File: src/rtl/hex_display_pkg.sv
// rtl/hex_display_pkg.sv - shared colours, glyph geometry and types for the hex word display
package hex_display_pkg;

  localparam logic [7:0] DIGIT_COLOR = 8'hFF;
  localparam logic [7:0] HL_FG_COLOR = 8'h1C;
  localparam logic [7:0] HL_BG_COLOR = 8'hE0;

  localparam int GLYPH_W = 8;
  localparam int GLYPH_H = 16;

  typedef logic [GLYPH_W-1:0]         glyph_row_t;
  typedef logic [3:0]                 nibble_t;
  typedef logic [$clog2(GLYPH_H)-1:0] glyph_row_idx_t;
  typedef logic [$clog2(GLYPH_W)-1:0] glyph_col_idx_t;

  // Column 0 is the leftmost pixel, held in the row's MSB.
  function automatic logic glyph_bit(input glyph_row_t bits, input glyph_col_idx_t col);
    return bits[glyph_col_idx_t'(GLYPH_W - 1) - col];
  endfunction

endpackage

File: src/rtl/hex_glyph_rom.sv
// rtl/hex_glyph_rom.sv - combinational 8x16 bitmap font for hex digits 0-F
module hex_glyph_rom
  import hex_display_pkg::*;
(
  input  nibble_t        digit,
  input  glyph_row_idx_t row,
  output glyph_row_t     bits
);

  logic [GLYPH_W*GLYPH_H-1:0] glyph;

  // Each constant is 16 rows of 8 pixels, top row in the most significant byte.
  always_comb begin
    glyph = '0;
    case (digit)
      4'h0: glyph = 128'h0000_7E66_6666_6666_6666_6666_667E_0000;
      4'h1: glyph = 128'h0000_1838_1818_1818_1818_1818_187E_0000;
      4'h2: glyph = 128'h0000_7E06_0606_067E_6060_6060_607E_0000;
      4'h3: glyph = 128'h0000_7E06_0606_067E_0606_0606_067E_0000;
      4'h4: glyph = 128'h0000_6666_6666_667E_0606_0606_0606_0000;
      4'h5: glyph = 128'h0000_7E60_6060_607E_0606_0606_067E_0000;
      4'h6: glyph = 128'h0000_7E60_6060_607E_6666_6666_667E_0000;
      4'h7: glyph = 128'h0000_7E06_0606_0606_0606_0606_0606_0000;
      4'h8: glyph = 128'h0000_7E66_6666_667E_6666_6666_667E_0000;
      4'h9: glyph = 128'h0000_7E66_6666_667E_0606_0606_067E_0000;
      4'hA: glyph = 128'h0000_183C_6666_667E_6666_6666_6666_0000;
      4'hB: glyph = 128'h0000_7C66_6666_667C_6666_6666_667C_0000;
      4'hC: glyph = 128'h0000_7E60_6060_6060_6060_6060_607E_0000;
      4'hD: glyph = 128'h0000_786C_6666_6666_6666_6666_6C78_0000;
      4'hE: glyph = 128'h0000_7E60_6060_607C_6060_6060_607E_0000;
      4'hF: glyph = 128'h0000_7E60_6060_607C_6060_6060_6060_0000;
      default: glyph = '0;
    endcase
    bits = glyph_row_t'(glyph >> (GLYPH_W * (GLYPH_H - 1 - int'(row))));
  end

endmodule

File: src/rtl/hex_word_display.sv
// rtl/hex_word_display.sv - three-stage VGA overlay rendering a word memory as hex digits
module hex_word_display
  import hex_display_pkg::*;
#(
  parameter int  DATA_WIDTH     = 16,
  parameter int  WORDS_PER_LINE = 4,
  parameter int  LINES          = 12,
  parameter int  SCALE          = 2,
  parameter int  WORD_GAP       = 16,
  parameter int  HEX_START_X    = 0,
  parameter int  HEX_START_Y    = 0,
  parameter bit  LZ_SUPPRESS    = 1'b0,
  parameter int  BLINK_FRAMES   = 30,
  localparam int WORDS          = WORDS_PER_LINE * LINES,
  localparam int ADDR_W         = (WORDS > 1) ? $clog2(WORDS) : 1
) (
  input  logic                  clk,
  input  logic                  resetN,
  input  logic [9:0]            pixel_x,
  input  logic [9:0]            pixel_y,
  input  logic                  startOfFrame,
  output logic [ADDR_W-1:0]     rd_addr,
  input  logic [DATA_WIDTH-1:0] rd_data,
  input  logic                  hl_en,
  input  logic [ADDR_W-1:0]     hl_addr,
  output logic                  drawingRequest,
  output logic [7:0]            RGBout
);

  localparam int NIBBLES = DATA_WIDTH / 4;
  localparam int NIB_W   = (NIBBLES > 1) ? $clog2(NIBBLES) : 1;
  localparam int DIGIT_W = GLYPH_W * SCALE;
  localparam int DIGIT_H = GLYPH_H * SCALE;
  localparam int PITCH   = NIBBLES * DIGIT_W + WORD_GAP;
  localparam int FC_W    = (BLINK_FRAMES > 1) ? $clog2(BLINK_FRAMES) : 1;

  localparam logic [9:0] START_X_L = 10'(HEX_START_X);
  localparam logic [9:0] START_Y_L = 10'(HEX_START_Y);
  localparam logic [9:0] PITCH_L   = 10'(PITCH);
  localparam logic [9:0] CELLS_W_L = 10'(NIBBLES * DIGIT_W);
  localparam logic [9:0] DIGIT_W_L = 10'(DIGIT_W);
  localparam logic [9:0] DIGIT_H_L = 10'(DIGIT_H);
  localparam logic [9:0] SCALE_L   = 10'(SCALE);
  localparam logic [9:0] WPL_L     = 10'(WORDS_PER_LINE);
  localparam logic [9:0] LINES_L   = 10'(LINES);
  localparam logic [ADDR_W:0] WORDS_L = (ADDR_W + 1)'(WORDS);

  // Blink timebase
  logic [FC_W-1:0] frame_cnt;
  logic            blink_phase;

  always_ff @(posedge clk or negedge resetN) begin
    if (!resetN) begin
      frame_cnt   <= '0;
      blink_phase <= 1'b0;
    end else if (startOfFrame) begin
      if (frame_cnt == FC_W'(BLINK_FRAMES - 1)) begin
        frame_cnt   <= '0;
        blink_phase <= ~blink_phase;
      end else begin
        frame_cnt <= frame_cnt + 1'b1;
      end
    end
  end

  // Stage 0: locate the pixel. The offset is only taken once the pixel is known
  // to be at or beyond the region origin, so it can never wrap back inside.
  logic              in_x, in_y, in_region, in_gap, in_cell, hl_hit;
  logic [9:0]        rel_x, rel_y, col, line, x_in_word, y_in_line;
  logic [ADDR_W-1:0] word_addr;

  always_comb begin
    in_x      = pixel_x >= START_X_L;
    in_y      = pixel_y >= START_Y_L;
    rel_x     = in_x ? (pixel_x - START_X_L) : '0;
    rel_y     = in_y ? (pixel_y - START_Y_L) : '0;
    col       = rel_x / PITCH_L;
    x_in_word = rel_x % PITCH_L;
    line      = rel_y / DIGIT_H_L;
    y_in_line = rel_y % DIGIT_H_L;
    in_region = in_x && in_y && (col < WPL_L) && (line < LINES_L);
    in_gap    = x_in_word >= CELLS_W_L;
    in_cell   = in_region && !in_gap;
    word_addr = ADDR_W'(line * WPL_L + col);
    hl_hit    = in_cell && hl_en && blink_phase &&
                ({1'b0, hl_addr} < WORDS_L) && (hl_addr == word_addr);
  end

  logic             s0_cell, s0_hl;
  logic [NIB_W-1:0] s0_nib;
  glyph_col_idx_t   s0_gcol;
  glyph_row_idx_t   s0_grow;

  always_ff @(posedge clk or negedge resetN) begin
    if (!resetN) begin
      rd_addr <= '0;
      s0_cell <= 1'b0;
      s0_hl   <= 1'b0;
      s0_nib  <= '0;
      s0_gcol <= '0;
      s0_grow <= '0;
    end else begin
      if (in_cell) begin
        rd_addr <= word_addr;
      end
      s0_cell <= in_cell;
      s0_hl   <= hl_hit;
      s0_nib  <= NIB_W'(x_in_word / DIGIT_W_L);
      s0_gcol <= glyph_col_idx_t'((x_in_word % DIGIT_W_L) / SCALE_L);
      s0_grow <= glyph_row_idx_t'(y_in_line / SCALE_L);
    end
  end

  // Stage 1: rd_data is valid for the address registered above.
  // 'upper' keeps the selected nibble and everything more significant,
  // so it is zero exactly when this nibble is a leading zero.
  logic [DATA_WIDTH-1:0] upper;
  nibble_t               digit;
  logic                  last_nib, lz_blank;
  glyph_row_t            row_bits;

  always_comb begin
    upper    = rd_data >> (4 * (NIBBLES - 1 - int'(s0_nib)));
    digit    = nibble_t'(upper);
    last_nib = (int'(s0_nib) == NIBBLES - 1);
    lz_blank = LZ_SUPPRESS && !last_nib && (upper == '0);
  end

  hex_glyph_rom u_glyph_rom (
    .digit (digit),
    .row   (s0_grow),
    .bits  (row_bits)
  );

  logic s1_cell, s1_bit, s1_hl;

  always_ff @(posedge clk or negedge resetN) begin
    if (!resetN) begin
      s1_cell <= 1'b0;
      s1_bit  <= 1'b0;
      s1_hl   <= 1'b0;
    end else begin
      s1_cell <= s0_cell;
      s1_bit  <= s0_cell && !lz_blank && glyph_bit(row_bits, s0_gcol);
      s1_hl   <= s0_hl;
    end
  end

  // Stage 2: colour
  logic       pix_draw;
  logic [7:0] pix_color;

  always_comb begin
    pix_draw  = s1_cell && (s1_bit || s1_hl);
    pix_color = 8'h00;
    if (s1_cell) begin
      if (s1_hl) begin
        pix_color = s1_bit ? HL_FG_COLOR : HL_BG_COLOR;
      end else if (s1_bit) begin
        pix_color = DIGIT_COLOR;
      end
    end
  end

  always_ff @(posedge clk or negedge resetN) begin
    if (!resetN) begin
      drawingRequest <= 1'b0;
      RGBout         <= 8'h00;
    end else begin
      drawingRequest <= pix_draw;
      RGBout         <= pix_color;
    end
  end

endmodule

File: config.mk
export PLATFORM = sky130hd
export DESIGN_NAME = hex_word_display
export DESIGN_NICKNAME = d
export VERILOG_FILES = /design/src/rtl/hex_display_pkg.sv /design/src/rtl/hex_glyph_rom.sv /design/src/rtl/hex_word_display.sv
export SDC_FILE = /design/constraint.sdc
export NUM_CORES = 1
export LEC_CHECK = 0
export BUFFER_PORTS_ARGS = -buffer_cell sky130_fd_sc_hd__buf_2
export CORE_ASPECT_RATIO = 0.7
export CORE_MARGIN = 2
export CORE_UTILIZATION = 30
export DETAILED_ROUTE_END_ITERATION = 10
export GPL_ROUTABILITY_DRIVEN = 0
export SLEW_MARGIN = 20
export SYNTH_ARGS = -nofsm -noshare
export SYNTH_HDL_FRONTEND = slang
export SYNTH_SLANG_ARGS = --single-unit
export TNS_END_PERCENT = 5
File: constraint.sdc
create_clock -name clk -period 5.02 [get_ports clk]
set_input_delay 0.753 -clock clk [delete_from_list [all_inputs] [get_ports clk]]
set_output_delay 0.753 -clock clk [all_outputs]
set_load 0.05 [all_outputs]
==> flow_metrics.env <==
export IMPL_root_buffer="clkbuf_16"
export IMPL_avgSynthCellArea_um2=9.142
export IMPL_fmax_mhz=302.7
export IMPL_portBuffers=58
export IMPL_drt_iter0_drc=83
export IMPL_numCtsBuffers=5
export IMPL_viasPerCell=5.252
export IMPL_cts_buffer_depth=2
export IMPL_cts_setup_buffers=0
export IMPL_total_power_mw=0.9956
export IMPL_rows=27
export IMPL_min_path_type="reg2reg"
export IMPL_async_reset_ff_share_pct=100.0
export IMPL_power_leakage_nw=1.294
export IMPL_post_synth_top_count_cell="dfrtp_1"
export IMPL_routed_wl_um=5844
export IMPL_dieArea_um2=9204
export IMPL_initial_utilization_pct=31.50
export IMPL_cp_startpoint="rd_data[9]"
export IMPL_ys_ff_latch=30
export IMPL_drc=0
export IMPL_ys_seq_area_share_pct=29.64
export IMPL_skew_ns=0.002674
export IMPL_endpoint_kind="flop"
export IMPL_outcome="finished, final reports clean"
export IMPL_ys_top_cells_by_count="dfrtp_1, nand2_1, nor2_1, inv_1"
export IMPL_fin_tns_setup_ns=0
export IMPL_ioPinCount=61
export IMPL_wl_per_cell_um=13.88
export IMPL_hpwl_um=4390
export IMPL_critPathKind="in2reg"
export IMPL_cts_resized_gates=0
export IMPL_syn_inst=277
export IMPL_period_share_pct=65.81
export IMPL_post_place_ws_ns=1.433
export IMPL_grt_usage_pct=13.42
export IMPL_register_area_um2=750.7
export IMPL_yosys_top_cells_area="dfrtp_1, ha_1, nand2_1"
export IMPL_hold_viol=0
export IMPL_multi_input_area_um2=1589
export IMPL_yosys_warnings=0
export IMPL_crit_fanout=8
export IMPL_crit_path_end="s1_bit"
export IMPL_path_clk_slew_ns=0.05
export IMPL_vias=2211
export IMPL_grt_pass1_vias=2145
export IMPL_reg2reg_depth=8
export IMPL_fill_cells=827
export IMPL_wl_met3_um=304
export IMPL_die_h_um=80.87
export IMPL_reg2reg_slack_ns=1.74
export IMPL_chipWidth_um=113.8
export IMPL_detail_route_first_pass_iterations=4
export IMPL_grt_pass1_wl_um=10070
export IMPL_synth_top_cell_area_share_pct=29.64
export IMPL_wl_met2_um=2575
export IMPL_power_density_nw_per_um2=337.7
export IMPL_yosys_area_top_type="dfrtp_1"
export IMPL_worstReg2RegStart="s0_nib[0]"
export IMPL_antenna_found_initial=0
export IMPL_synth_edf_count=0
export IMPL_rr_endpoint="s1_bit"
export IMPL_ir_worst_vdd_mv=0.1245
export IMPL_worst_slew_pin_slew_ns=0.6702
export IMPL_setup_viol=0
export IMPL_grt_max_degree=31
export IMPL_hp_start="s0_hl"
export IMPL_startpoint_type="primary input"
export IMPL_clock_latency_ns=0.27
export IMPL_clkSinkCount=30
export IMPL_setup_ws_ns=1.717
export IMPL_gr_total_overflow=0
export IMPL_ant_nets=0
export IMPL_cp_data_arrival_time_ns=3.46
export IMPL_maxCapViolations=0
export IMPL_ys_flop_type="dfrtp_1"
export IMPL_report_final_slew_viol_count=0
export IMPL_holdPathStages=0
export IMPL_diodes=0
export IMPL_synthToLayoutAreaGrowth_pct=16.40
export IMPL_final_util_pct=36.66
export IMPL_holdBufCountCts=0
export IMPL_relSlewSlack_pct=55.32
export IMPL_synth_fp_nets=336
export IMPL_drive_above_1_share_pct=25.31
export IMPL_wirelength_met1_um=2896
export IMPL_nets=379
export IMPL_synth_area_um2=2532
export IMPL_coreArea_um2=8040
export IMPL_rsz0062_at_grt="false"
export IMPL_fin_crit_ns=3.303
export IMPL_timing_hold_ws_ns=0.3547
export IMPL_cts_tree="built"
export IMPL_routed_top_layer="met4"
export IMPL_htreeDepth=2
export IMPL_cp_required_ns=5.17
export IMPL_synth_distinct_cells=68
-- flip-flops by register name, indices dropped and copies added (netlist names), 2 cells and up --
register and count:
s0_nib 2, frame_cnt 5, s0_grow 4, s0_gcol 3, RGBout 3, rd_addr 6
-- layout make-up --
type,instances,area share (%)
clock inverters,2,0.3396
inverters,15,1.910
clock buffers,5,4.244
well taps,101,4.287
repair buffers,58,9.847
multi-input cells,210,53.90
flip-flops and latches,30,25.47
-- worst min-delay path by stage --
stage	slack, ns	end
floorplan	0.33	s1_hl
global placement	0.34	s1_hl
detailed placement	0.34	s1_hl
CTS	0.35	s1_hl
global route	0.36	s1_hl
finish	0.35	s1_hl
-- kinds of logic (layout without fill, tap and decap cells) --
family                     after synthesis  after routing  share of synthesized area [%]
adders and majority gates               13             13                          6.719
and+or+nand+nor                         91             91                          19.96
xor gates and xnor gates                10             10                          3.459
muxes                                   16             16                          8.844
buffers and inverters                   37             80                          7.609
AOI/OAI and AO/OA                       80             80                          23.77
DFF                                     30             30                          29.64
-- cells in the final DEF (no fill, tap or decap), types with 4 or more instances in the layout --
cell,netlist,final
nand2_1,21,21
nand2b_1,8,8
o211ai_1,4,4
nor4b_1,4,4
ha_1,12,12
and2_1,4,4
xnor2_1,8,8
nor2_1,19,19
a21oi_1,13,13
a221oi_1,6,6
nor2b_1,8,8
mux2_2,5,5
clkbuf_16,0,5
a211oi_1,4,4
o21a_1,4,4
inv_1,15,15
a21boi_0,4,4
mux2i_1,7,7
dfrtp_1,30,30
buf_2,3,58
nand3_1,6,6
o21ai_0,13,13
-- per-layer routing --
layer | GRT usage [%] | vias up
li1 | - | 1100
met1 | 19.08 | 1038
met2 | 20.54 | 64
met3 | 2.687 | 9
met4 | 4.390 | 0
met5 | 0 | -
-- worst max-delay path, stage by stage --
cell       delay, ns
buf_2           0.09
mux4_1          0.64
inv_1           0.17
ha_1            0.32
or4b_1          0.56
o211ai_1        0.12
a2111oi_0       0.09
or3_1           0.36
o311a_1         0.35
-- where the power goes --
group / internal (mW) / switching [mW] / leakage [nW]
Sequential: 0.285 / 0.0403 / 0.371
Clock: 0.178 / 0.0978 / 0.0694
Combinational: 0.153 / 0.241 / 0.853
Total: 0.617 / 0.379 / 1.29
-- metrics by stage --
step	instance area, µm²	cells
3_3_place_gp	2813	414
4_1_cts	2948	421
5_1_grt	2948	421
6_report	2948	421
3_5_place_dp	2813	414
2_1_floorplan	2532	277
Power figures use the tool's default switching activity.
